===== src/rtl/pipeline_ctrl_unit_pkg.sv =====
// rtl/pipeline_ctrl_unit_pkg.sv - state encodings and push source codes for the pipeline sequencer
package pipeline_ctrl_unit_pkg;

  typedef enum logic [2:0] {
    ST_RUN      = 3'd0,
    ST_DRAIN    = 3'd1,
    ST_PUSH_HI  = 3'd2,
    ST_PUSH_LO  = 3'd3,
    ST_PUSH_CCR = 3'd4,
    ST_VECTOR   = 3'd5
  } state_e;

  localparam logic [1:0] PUSH_NONE  = 2'd0;
  localparam logic [1:0] PUSH_PC_HI = 2'd1;
  localparam logic [1:0] PUSH_PC_LO = 2'd2;
  localparam logic [1:0] PUSH_CCR   = 2'd3;

endpackage


===== src/rtl/pipeline_ctrl_unit_if.sv =====
// rtl/pipeline_ctrl_unit_if.sv - hazard/interrupt inputs and pipeline control outputs of the sequencer
interface pipeline_ctrl_unit_if #(
  parameter int REG_AW = 3
);

  logic              int_req;
  logic [REG_AW-1:0] id_rs;
  logic [REG_AW-1:0] id_rd;
  logic              id_uses_rs;
  logic              id_uses_rd;
  logic              ex_mem_read;
  logic [REG_AW-1:0] ex_rd;
  logic              ex_branch_taken;
  logic              pc_write;
  logic              if_id_write;
  logic              if_id_flush;
  logic              id_ex_flush;
  logic [1:0]        push_sel;
  logic              int_load_vector;
  logic              int_ack;
  logic              busy;

  // master is the pipeline side, slave is the sequencer
  modport master (
    output int_req, id_rs, id_rd, id_uses_rs, id_uses_rd, ex_mem_read, ex_rd, ex_branch_taken,
    input  pc_write, if_id_write, if_id_flush, id_ex_flush, push_sel, int_load_vector, int_ack, busy
  );

  modport slave (
    input  int_req, id_rs, id_rd, id_uses_rs, id_uses_rd, ex_mem_read, ex_rd, ex_branch_taken,
    output pc_write, if_id_write, if_id_flush, id_ex_flush, push_sel, int_load_vector, int_ack, busy
  );

endinterface


===== src/rtl/pipeline_ctrl_unit_hazard_detect.sv =====
// rtl/pipeline_ctrl_unit_hazard_detect.sv - load-use hazard compare between decode and execute
module pipeline_ctrl_unit_hazard_detect #(
  parameter int REG_AW = 3
) (
  input  logic              i_ex_mem_read,
  input  logic [REG_AW-1:0] i_ex_rd,
  input  logic [REG_AW-1:0] i_id_rs,
  input  logic [REG_AW-1:0] i_id_rd,
  input  logic              i_id_uses_rs,
  input  logic              i_id_uses_rd,
  output logic              o_load_use
);

  assign o_load_use = i_ex_mem_read &
                      ((i_id_uses_rs & (i_ex_rd == i_id_rs)) |
                       (i_id_uses_rd & (i_ex_rd == i_id_rd)));

endmodule


===== src/rtl/pipeline_ctrl_unit.sv =====
// rtl/pipeline_ctrl_unit.sv - pipeline sequencer: stalls, jump squash and interrupt entry
module pipeline_ctrl_unit
  import pipeline_ctrl_unit_pkg::*;
#(
  parameter int DRAIN_CYCLES = 3,
  parameter int REG_AW       = 3
) (
  input  logic                 clk,
  input  logic                 RESET,
  pipeline_ctrl_unit_if.slave  bus
);

  localparam int CW = $clog2(DRAIN_CYCLES + 1);
  localparam logic [CW-1:0] DRAIN_INIT = CW'(DRAIN_CYCLES - 1);

  state_e        r_state;
  state_e        w_state_nxt;
  logic [CW-1:0] r_cnt;
  logic [CW-1:0] w_cnt_nxt;
  logic          r_pending;
  logic          w_pending_nxt;
  logic          w_load_use;

  logic          w_pc_write;
  logic          w_if_id_write;
  logic          w_if_id_flush;
  logic          w_id_ex_flush;
  logic [1:0]    w_push_sel;
  logic          w_int_load_vector;
  logic          w_int_ack;

  pipeline_ctrl_unit_hazard_detect #(
    .REG_AW (REG_AW)
  ) u_hazard_detect (
    .i_ex_mem_read (bus.ex_mem_read),
    .i_ex_rd       (bus.ex_rd),
    .i_id_rs       (bus.id_rs),
    .i_id_rd       (bus.id_rd),
    .i_id_uses_rs  (bus.id_uses_rs),
    .i_id_uses_rd  (bus.id_uses_rd),
    .o_load_use    (w_load_use)
  );

  always_ff @(posedge clk or posedge RESET) begin
    if (RESET) begin
      r_state   <= ST_RUN;
      r_cnt     <= '0;
      r_pending <= 1'b0;
    end else begin
      r_state   <= w_state_nxt;
      r_cnt     <= w_cnt_nxt;
      r_pending <= w_pending_nxt;
    end
  end

  always_comb begin
    w_state_nxt       = r_state;
    w_cnt_nxt         = r_cnt;
    w_pending_nxt     = r_pending;
    w_pc_write        = 1'b1;
    w_if_id_write     = 1'b1;
    w_if_id_flush     = 1'b0;
    w_id_ex_flush     = 1'b0;
    w_push_sel        = PUSH_NONE;
    w_int_load_vector = 1'b0;
    w_int_ack         = 1'b0;

    case (r_state)
      ST_RUN: begin
        if (bus.int_req) w_pending_nxt = 1'b1;
        if (bus.ex_branch_taken) begin
          w_if_id_flush = 1'b1;
          w_id_ex_flush = 1'b1;
        end else if (w_load_use) begin
          w_pc_write    = 1'b0;
          w_if_id_write = 1'b0;
          w_id_ex_flush = 1'b1;
        end else if (r_pending || bus.int_req) begin
          w_pc_write    = 1'b0;
          w_if_id_flush = 1'b1;
          w_cnt_nxt     = DRAIN_INIT;
          w_state_nxt   = ST_DRAIN;
        end
      end
      ST_DRAIN: begin
        // an older jump still resolving in execute must land its target in PC
        w_pc_write    = bus.ex_branch_taken;
        w_id_ex_flush = bus.ex_branch_taken;
        w_if_id_flush = 1'b1;
        if (r_cnt == '0) w_state_nxt = ST_PUSH_HI;
        else             w_cnt_nxt   = r_cnt - CW'(1);
      end
      ST_PUSH_HI: begin
        w_push_sel    = PUSH_PC_HI;
        w_pc_write    = 1'b0;
        w_if_id_flush = 1'b1;
        w_state_nxt   = ST_PUSH_LO;
      end
      ST_PUSH_LO: begin
        w_push_sel    = PUSH_PC_LO;
        w_pc_write    = 1'b0;
        w_if_id_flush = 1'b1;
        w_state_nxt   = ST_PUSH_CCR;
      end
      ST_PUSH_CCR: begin
        w_push_sel    = PUSH_CCR;
        w_pc_write    = 1'b0;
        w_if_id_flush = 1'b1;
        w_state_nxt   = ST_VECTOR;
      end
      ST_VECTOR: begin
        w_int_load_vector = 1'b1;
        w_int_ack         = 1'b1;
        w_if_id_flush     = 1'b1;
        w_pending_nxt     = 1'b0;
        w_state_nxt       = ST_RUN;
      end
      default: w_state_nxt = ST_RUN;
    endcase
  end

  assign bus.pc_write        = w_pc_write;
  assign bus.if_id_write     = w_if_id_write;
  assign bus.if_id_flush     = w_if_id_flush;
  assign bus.id_ex_flush     = w_id_ex_flush;
  assign bus.push_sel        = w_push_sel;
  assign bus.int_load_vector = w_int_load_vector;
  assign bus.int_ack         = w_int_ack;
  assign bus.busy            = (r_state != ST_RUN);

endmodule


===== src/flat_wrapper.sv =====
// flat-port wrapper written by rule: the top's interface ports become plain ports
module pipeline_ctrl_unit_flat import pipeline_ctrl_unit_pkg::*;
#(
  parameter int DRAIN_CYCLES = 3,
  parameter int REG_AW       = 3
)
  (clk, RESET, bus_int_req, bus_id_rs, bus_id_rd, bus_id_uses_rs, bus_id_uses_rd, bus_ex_mem_read, bus_ex_rd, bus_ex_branch_taken, bus_pc_write, bus_if_id_write, bus_if_id_flush, bus_id_ex_flush, bus_push_sel, bus_int_load_vector, bus_int_ack, bus_busy);
  pipeline_ctrl_unit_if #(.REG_AW(REG_AW)) bus_i ();
  input  logic clk;
  input  logic RESET;
  input wire logic [$bits(bus_i.int_req)-1:0] bus_int_req;
  input wire logic [$bits(bus_i.id_rs)-1:0] bus_id_rs;
  input wire logic [$bits(bus_i.id_rd)-1:0] bus_id_rd;
  input wire logic [$bits(bus_i.id_uses_rs)-1:0] bus_id_uses_rs;
  input wire logic [$bits(bus_i.id_uses_rd)-1:0] bus_id_uses_rd;
  input wire logic [$bits(bus_i.ex_mem_read)-1:0] bus_ex_mem_read;
  input wire logic [$bits(bus_i.ex_rd)-1:0] bus_ex_rd;
  input wire logic [$bits(bus_i.ex_branch_taken)-1:0] bus_ex_branch_taken;
  output wire logic [$bits(bus_i.pc_write)-1:0] bus_pc_write;
  output wire logic [$bits(bus_i.if_id_write)-1:0] bus_if_id_write;
  output wire logic [$bits(bus_i.if_id_flush)-1:0] bus_if_id_flush;
  output wire logic [$bits(bus_i.id_ex_flush)-1:0] bus_id_ex_flush;
  output wire logic [$bits(bus_i.push_sel)-1:0] bus_push_sel;
  output wire logic [$bits(bus_i.int_load_vector)-1:0] bus_int_load_vector;
  output wire logic [$bits(bus_i.int_ack)-1:0] bus_int_ack;
  output wire logic [$bits(bus_i.busy)-1:0] bus_busy;
  assign bus_i.int_req = bus_int_req;
  assign bus_i.id_rs = bus_id_rs;
  assign bus_i.id_rd = bus_id_rd;
  assign bus_i.id_uses_rs = bus_id_uses_rs;
  assign bus_i.id_uses_rd = bus_id_uses_rd;
  assign bus_i.ex_mem_read = bus_ex_mem_read;
  assign bus_i.ex_rd = bus_ex_rd;
  assign bus_i.ex_branch_taken = bus_ex_branch_taken;
  assign bus_pc_write = bus_i.pc_write;
  assign bus_if_id_write = bus_i.if_id_write;
  assign bus_if_id_flush = bus_i.if_id_flush;
  assign bus_id_ex_flush = bus_i.id_ex_flush;
  assign bus_push_sel = bus_i.push_sel;
  assign bus_int_load_vector = bus_i.int_load_vector;
  assign bus_int_ack = bus_i.int_ack;
  assign bus_busy = bus_i.busy;
  pipeline_ctrl_unit #(.DRAIN_CYCLES(DRAIN_CYCLES), .REG_AW(REG_AW)) u_core (.clk(clk), .RESET(RESET), .bus(bus_i));
endmodule

===== config.mk =====
export PLATFORM = sky130hd
export DESIGN_NAME = pipeline_ctrl_unit_flat
export DESIGN_NICKNAME = d
export VERILOG_FILES = /design/src/rtl/pipeline_ctrl_unit_pkg.sv /design/src/rtl/pipeline_ctrl_unit_if.sv /design/src/rtl/pipeline_ctrl_unit_hazard_detect.sv /design/src/rtl/pipeline_ctrl_unit.sv /design/src/flat_wrapper.sv
export SDC_FILE = /design/constraint.sdc
export NUM_CORES = 1
export LEC_CHECK = 0
export ABC_AREA = 1
export BUFFER_PORTS_ARGS = -buffer_cell sky130_fd_sc_hd__buf_2
export CELL_PAD_IN_SITES_DETAIL_PLACEMENT = 1
export CELL_PAD_IN_SITES_GLOBAL_PLACEMENT = 2
export CORE_MARGIN = 4
export CORE_UTILIZATION = 23
export DETAILED_ROUTE_END_ITERATION = 10
export GPL_TIMING_DRIVEN = 1
export PLACE_DENSITY = 0.8
export SYNTH_ARGS = -nofsm -noshare
export SYNTH_HDL_FRONTEND = slang
export SYNTH_SLANG_ARGS = --single-unit

===== constraint.sdc =====
create_clock -name clk -period 2 [get_ports clk]
set_input_delay 0.2 -clock clk [delete_from_list [all_inputs] [get_ports clk]]
set_output_delay 0.2 -clock clk [all_outputs]
set_load 0.1 [all_outputs]

# After elaboration in Yosys (flattened, before gate mapping)
# Cells that the tools add are included.
# word_totals
word_cells,60
out_inout_bits,9
reg_bits,6
# op_classes
bitwise_logic,4
n_mux,28
eq_ne,13
n_addsub,1
n_reduce_logical,11
# op_table
op,n
$pmux 3 s5,1
$mux 1,13
$mux 3,4
$mux 2,4
$ne 2x2->1 const B,4
$eq 3x2->1 const B,2
$eq 3x3->1,2
$eq 3x3->1 const B,2
$pmux 1 s2,3
$pmux 2 s3,1
$reduce_and 5->1,1
$reduce_or 5->1,1
$ne 2x1->1 const B,2
$pmux 2 s2,1
$reduce_and 4->1,1
$reduce_bool 2->1,2
$and 1x1->1,3
$eq 3x1->1 const B,1
$logic_not 3->1,1
$pmux 1 s3,1
$reduce_bool 3->1,1
$reduce_or 3->1,1
$logic_not 2->1,1
$reduce_and 2->1,1
other kinds (3),3

# Longest topological paths before layout
# depth
word_depth,7
mapped_depth,10
depth_no_buf,10

# Hierarchy
# From an unflattened synthesis, not the netlist that was laid out.
# unflattened
hier_cells,103
area_unflattened_um2,631.9
# by_module_without_submodules
module,cells_per_inst,area_per_inst_um2,instances
pipeline_ctrl_unit,68,493.0,1
pipeline_ctrl_unit_hazard_detect,35,138.9,1

# Least setup slack after synthesis
# Ideal clock, no wire load.
# synth_path
path_type,register to output
start,register u_core.r_state[2]
end,output port bus_int_load_vector
n_path_buf,1
t_arrival_ns,3.185
path_stages_with_launch,4
path_slack_ns,-1.385
required_time_ns,1.800
cell_sequence,dfrtp_1 inv_1 nor3_1 buf_4
# synth_between
elab_chain_len,2
# synth_rtl
element,line,source
from (decl),pipeline_ctrl_unit.sv:16,state_e r_state;
from (signal assigned),pipeline_ctrl_unit.sv:50,r_state <= w_state_nxt;
$eq 3x3->1,--,
$mux 1,--,
to (decl),flat_wrapper.sv:24,output wire logic [$bits(bus_i.int_load_vector)-1:0] bus_int_load_vector;
# Every way passes these cells.

# Final worst setup path
# layout_path
start,register u_core.r_state[1]
end,output port bus_id_ex_flush
# layout_between
elab_chain_len,2
word_cells_on_any_way,3
# layout_rtl
element,line,source
$eq 3x1->1 / $logic_not 3->1 (equally long branches),pipeline_ctrl_unit.sv:68,case (r_state)
$pmux 1 s2 *,pipeline_ctrl_unit.sv:68,
to (decl),flat_wrapper.sv:22,output wire logic [$bits(bus_i.id_ex_flush)-1:0] bus_id_ex_flush;
# Mark *: on every way between the ends. The rest lies on a longest branch, timed or not.

==> results.txt <==
----------------------------------------------------
[Detailed routing]
  Iteration-0 DRC count of the detailed router ... 11
  Count of vias placed by the detailed router ... ~650
  Vias/cell ... 4.15
  WL per Instance ... ~10 µm
  Number of remaining DRC errors ... 0
  Number of iterations in the first detailed-routing pass ... 2
  Detailed Route WL ... 1580 µm
  Detail Route Antenna Nets ... 0

[Cells and area]
  Footprint of the multi-input gates ... around 380 µm²
  Proportion of layout cells with a drive suffix above 1 ... 32.0%
  Most frequent cells in the layout ... nand2_1 (38), buf_2 (24), inv_1 (15)
  Area growth, synth to finish ... 36.8%
  Storage cell area ... 151 µm²
  Leading cell type in the layout, fill and taps excluded ... nand2_1
  Inserted Diodes ... 0
  Net count of the finished layout ... 146
  Final instance area ... about 790 µm²
  Filler cell count ... 312

[STA]
  Fraction of the cycle the final worst path needs ... between 90% and 100%
  Final Hold Vio Count ... 0
  Setup Skew ... between 0.008 and 0.009 ns
  Pins Over Slew Limit ... 0
  Clock period minus final worst setup slack ... about 1.8 ns
  Top achievable clock speed ... roughly 0.54 GHz
  Final Hold Slack ... about 0.19 ns
  Transition time of the tightest slew-check pin ... just under 0.5 ns
  Worst slew margin relative to its limit ... roughly two thirds
  Total negative slack ... 0 ns
  Finish-stage setup viols ... 0
  RSZ-0062 raised after global routing ... false
  Setup slack after layout ... 0.151 ns

[Place]
  Final Wtd Congestion ... 0.788
  Cell area after placement ... ~750 µm²
  Setup slack after placement ... 0.396 ns
  Count of port buffers added during placement ... 24
  DP HPWL ... approximately 1400 µm

[GRT]
  Initial antenna violation count ... 0
  All-Layer GR Usage ... a little over a tenth
  First-pass GRT wire length ... 2780 µm
  Aggregate global routing overflow ... 0
  Via count of the first global-routing pass ... about 660
  Pin count of the biggest net entering global routing ... 7

[Clock tree]
  Max Buffers Root-to-Sink ... 2
  Root buffer selected by CTS ... clkbuf_4
  Cts bufs inserted ... 3
  Number of gates resized after CTS ... 0
  CTS H-Tree Depth ... 1
  CTS Sinks ... 6
  Clock insertion delay at the later pin of the skew report ... 0.24 ns
  Post-CTS clock slew at the launch and capture registers of the worst setup and hold paths ... around 0.05 ns
  Number of setup buffers added after CTS ... 0
  TritonCTS clock tree ... yes

[Setup path]
  Destination of the worst register-to-register timing path ... u_core.r_cnt[1]
  Endpoint required time on the critical path ... 1.80 ns
  Worst R2R Start ... u_core.r_state[0]
  Critical path launch point type ... flop
  Biggest fanout along the worst timing path ... 6
  CP endpoint kind ... output port
  FF-to-FF path depth ... 10
  Crit path kind ... reg -> out
  Critical path arrival ... 1.65 ns
  Worst-case register-to-register setup slack ... between 0.6 and 0.7 ns

[Floorplan]
  Die ar. ... 3380 µm²
  Placeable core region ... between 2000 and 2500 µm²
  # rows ... 17
  Starting Density ... around a quarter
  Floorplan die width ... between 50 and 60 µm
  IO Count ... 25
  Die Y ... approximately 58 µm

[Logic synthesis]
  Main area contributors after synthesis ... dfrtp_1 (26%), nand2_1 (25%), inv_1 (10%)
  Register area share after synthesis ... 26.0%
  Post-synth top area share ... between 20% and 30%
  Net count after synthesis ... about 120
  Total number of yosys warnings ... 0
  Average cell area after synthesis ... 5.72 µm²
  Register bit total from synthesis ... 6
  Yosys top cell by area ... dfrtp_1
  Post-synth cell types ... 18
  Count of mapped cells out of synthesis ... ~100
  Netlist area before placement ... between 500 and 600 µm²

[Run]
  Reported max-cap violation count ... 0

[Worst hold path]
  HP Class ... in -> reg
  Number of instances on the worst hold path ... 3
  Min-Delay Startpoint ... bus_int_req
  Hold worst-path end ... u_core.r_pending

[Outcome]
  Run status ... finished clean

----------------------------------------------------
## layout make-up
cell class	count	share of cell area [%]
clock buffers	4	3.32
inverters	18	9.18
multi-input cells	75	47.5
flip-flops and latches	6	19.1
well taps	28	4.43
repair buffers	25	16.5
## cell usage after synthesis
library cell	n
or2_2	1
nor3_1	1
nand2_1	38
nand4_1	1
dfrtp_1	6
nand2_2	3
nand3_1	6
ha_1	1
nor2_2	3
nor2_1	14
inv_1	16
a21oi_1	1
o21ai_0	3
inv_2	2
nand3_4	1
and3_1	1
a21oi_2	1
buf_4	2
## routing by layer
layer	vias up	share of wire, %	GRT usage [%]
li1	354	-	-
met1	275	45	12.4
met2	16	48	18.5
met3	2	5.8	1.11
met4	0	0.76	5.96
met5	-	0	0
## worst max-delay path by stage
stage                                  from              end  cells past startpoint
after floorplan           u_core.r_state[1]  bus_if_id_write                      4
after global routing      u_core.r_state[1]  bus_id_ex_flush                      6
after global placement         bus_ex_rd[0]     bus_pc_write                     11
final                     u_core.r_state[1]  bus_id_ex_flush                      6
after CTS                 u_core.r_state[1]  bus_id_ex_flush                      6
after detailed placement  u_core.r_state[1]  bus_id_ex_flush                      6
## sequential cells by signal, summed over array words and instances (netlist names)
name,flops
u_core.r_state,3
u_core.r_pending,1
u_core.r_cnt,2
## logic make-up (layout without fill, tap and decap cells)
family / count (synthesis) / in the layout / synth area share, %
buffers and inverters: 20 / 47 / 14.3
DFF: 6 / 6 / 26.0
adders and majority gates: 1 / 1 / 2.16
and+or+nand+nor: 69 / 69 / 52.6
AOI/OAI and AO/OA: 5 / 5 / 4.98
## per-stage QoR
stage	instances	utilization (%)
after floorplan	101	-
after global placement	151	32.8
after detailed placement	151	32.8
after CTS	156	34.4
after global routing	156	34.4
final	156	34.4
## worst max-delay path, stage by stage (launching register included)
cell and delay (ns):
dfrtp_2 0.46, nor2_4 0.19, nand2_8 0.08, inv_6 0.08
nand3_4 0.10, nand2_1 0.07, buf_2 0.42
## what timing repair did
item                                    in CTS  in global routing
endpoints found under the setup margin       0                  0
endpoints found under the hold margin        6                  0
hold buffers                                 1                  0
Power is left out: the tool's default activity adds up to more than one toggle a clock period on the data nets, which glitch-free logic cannot reach.
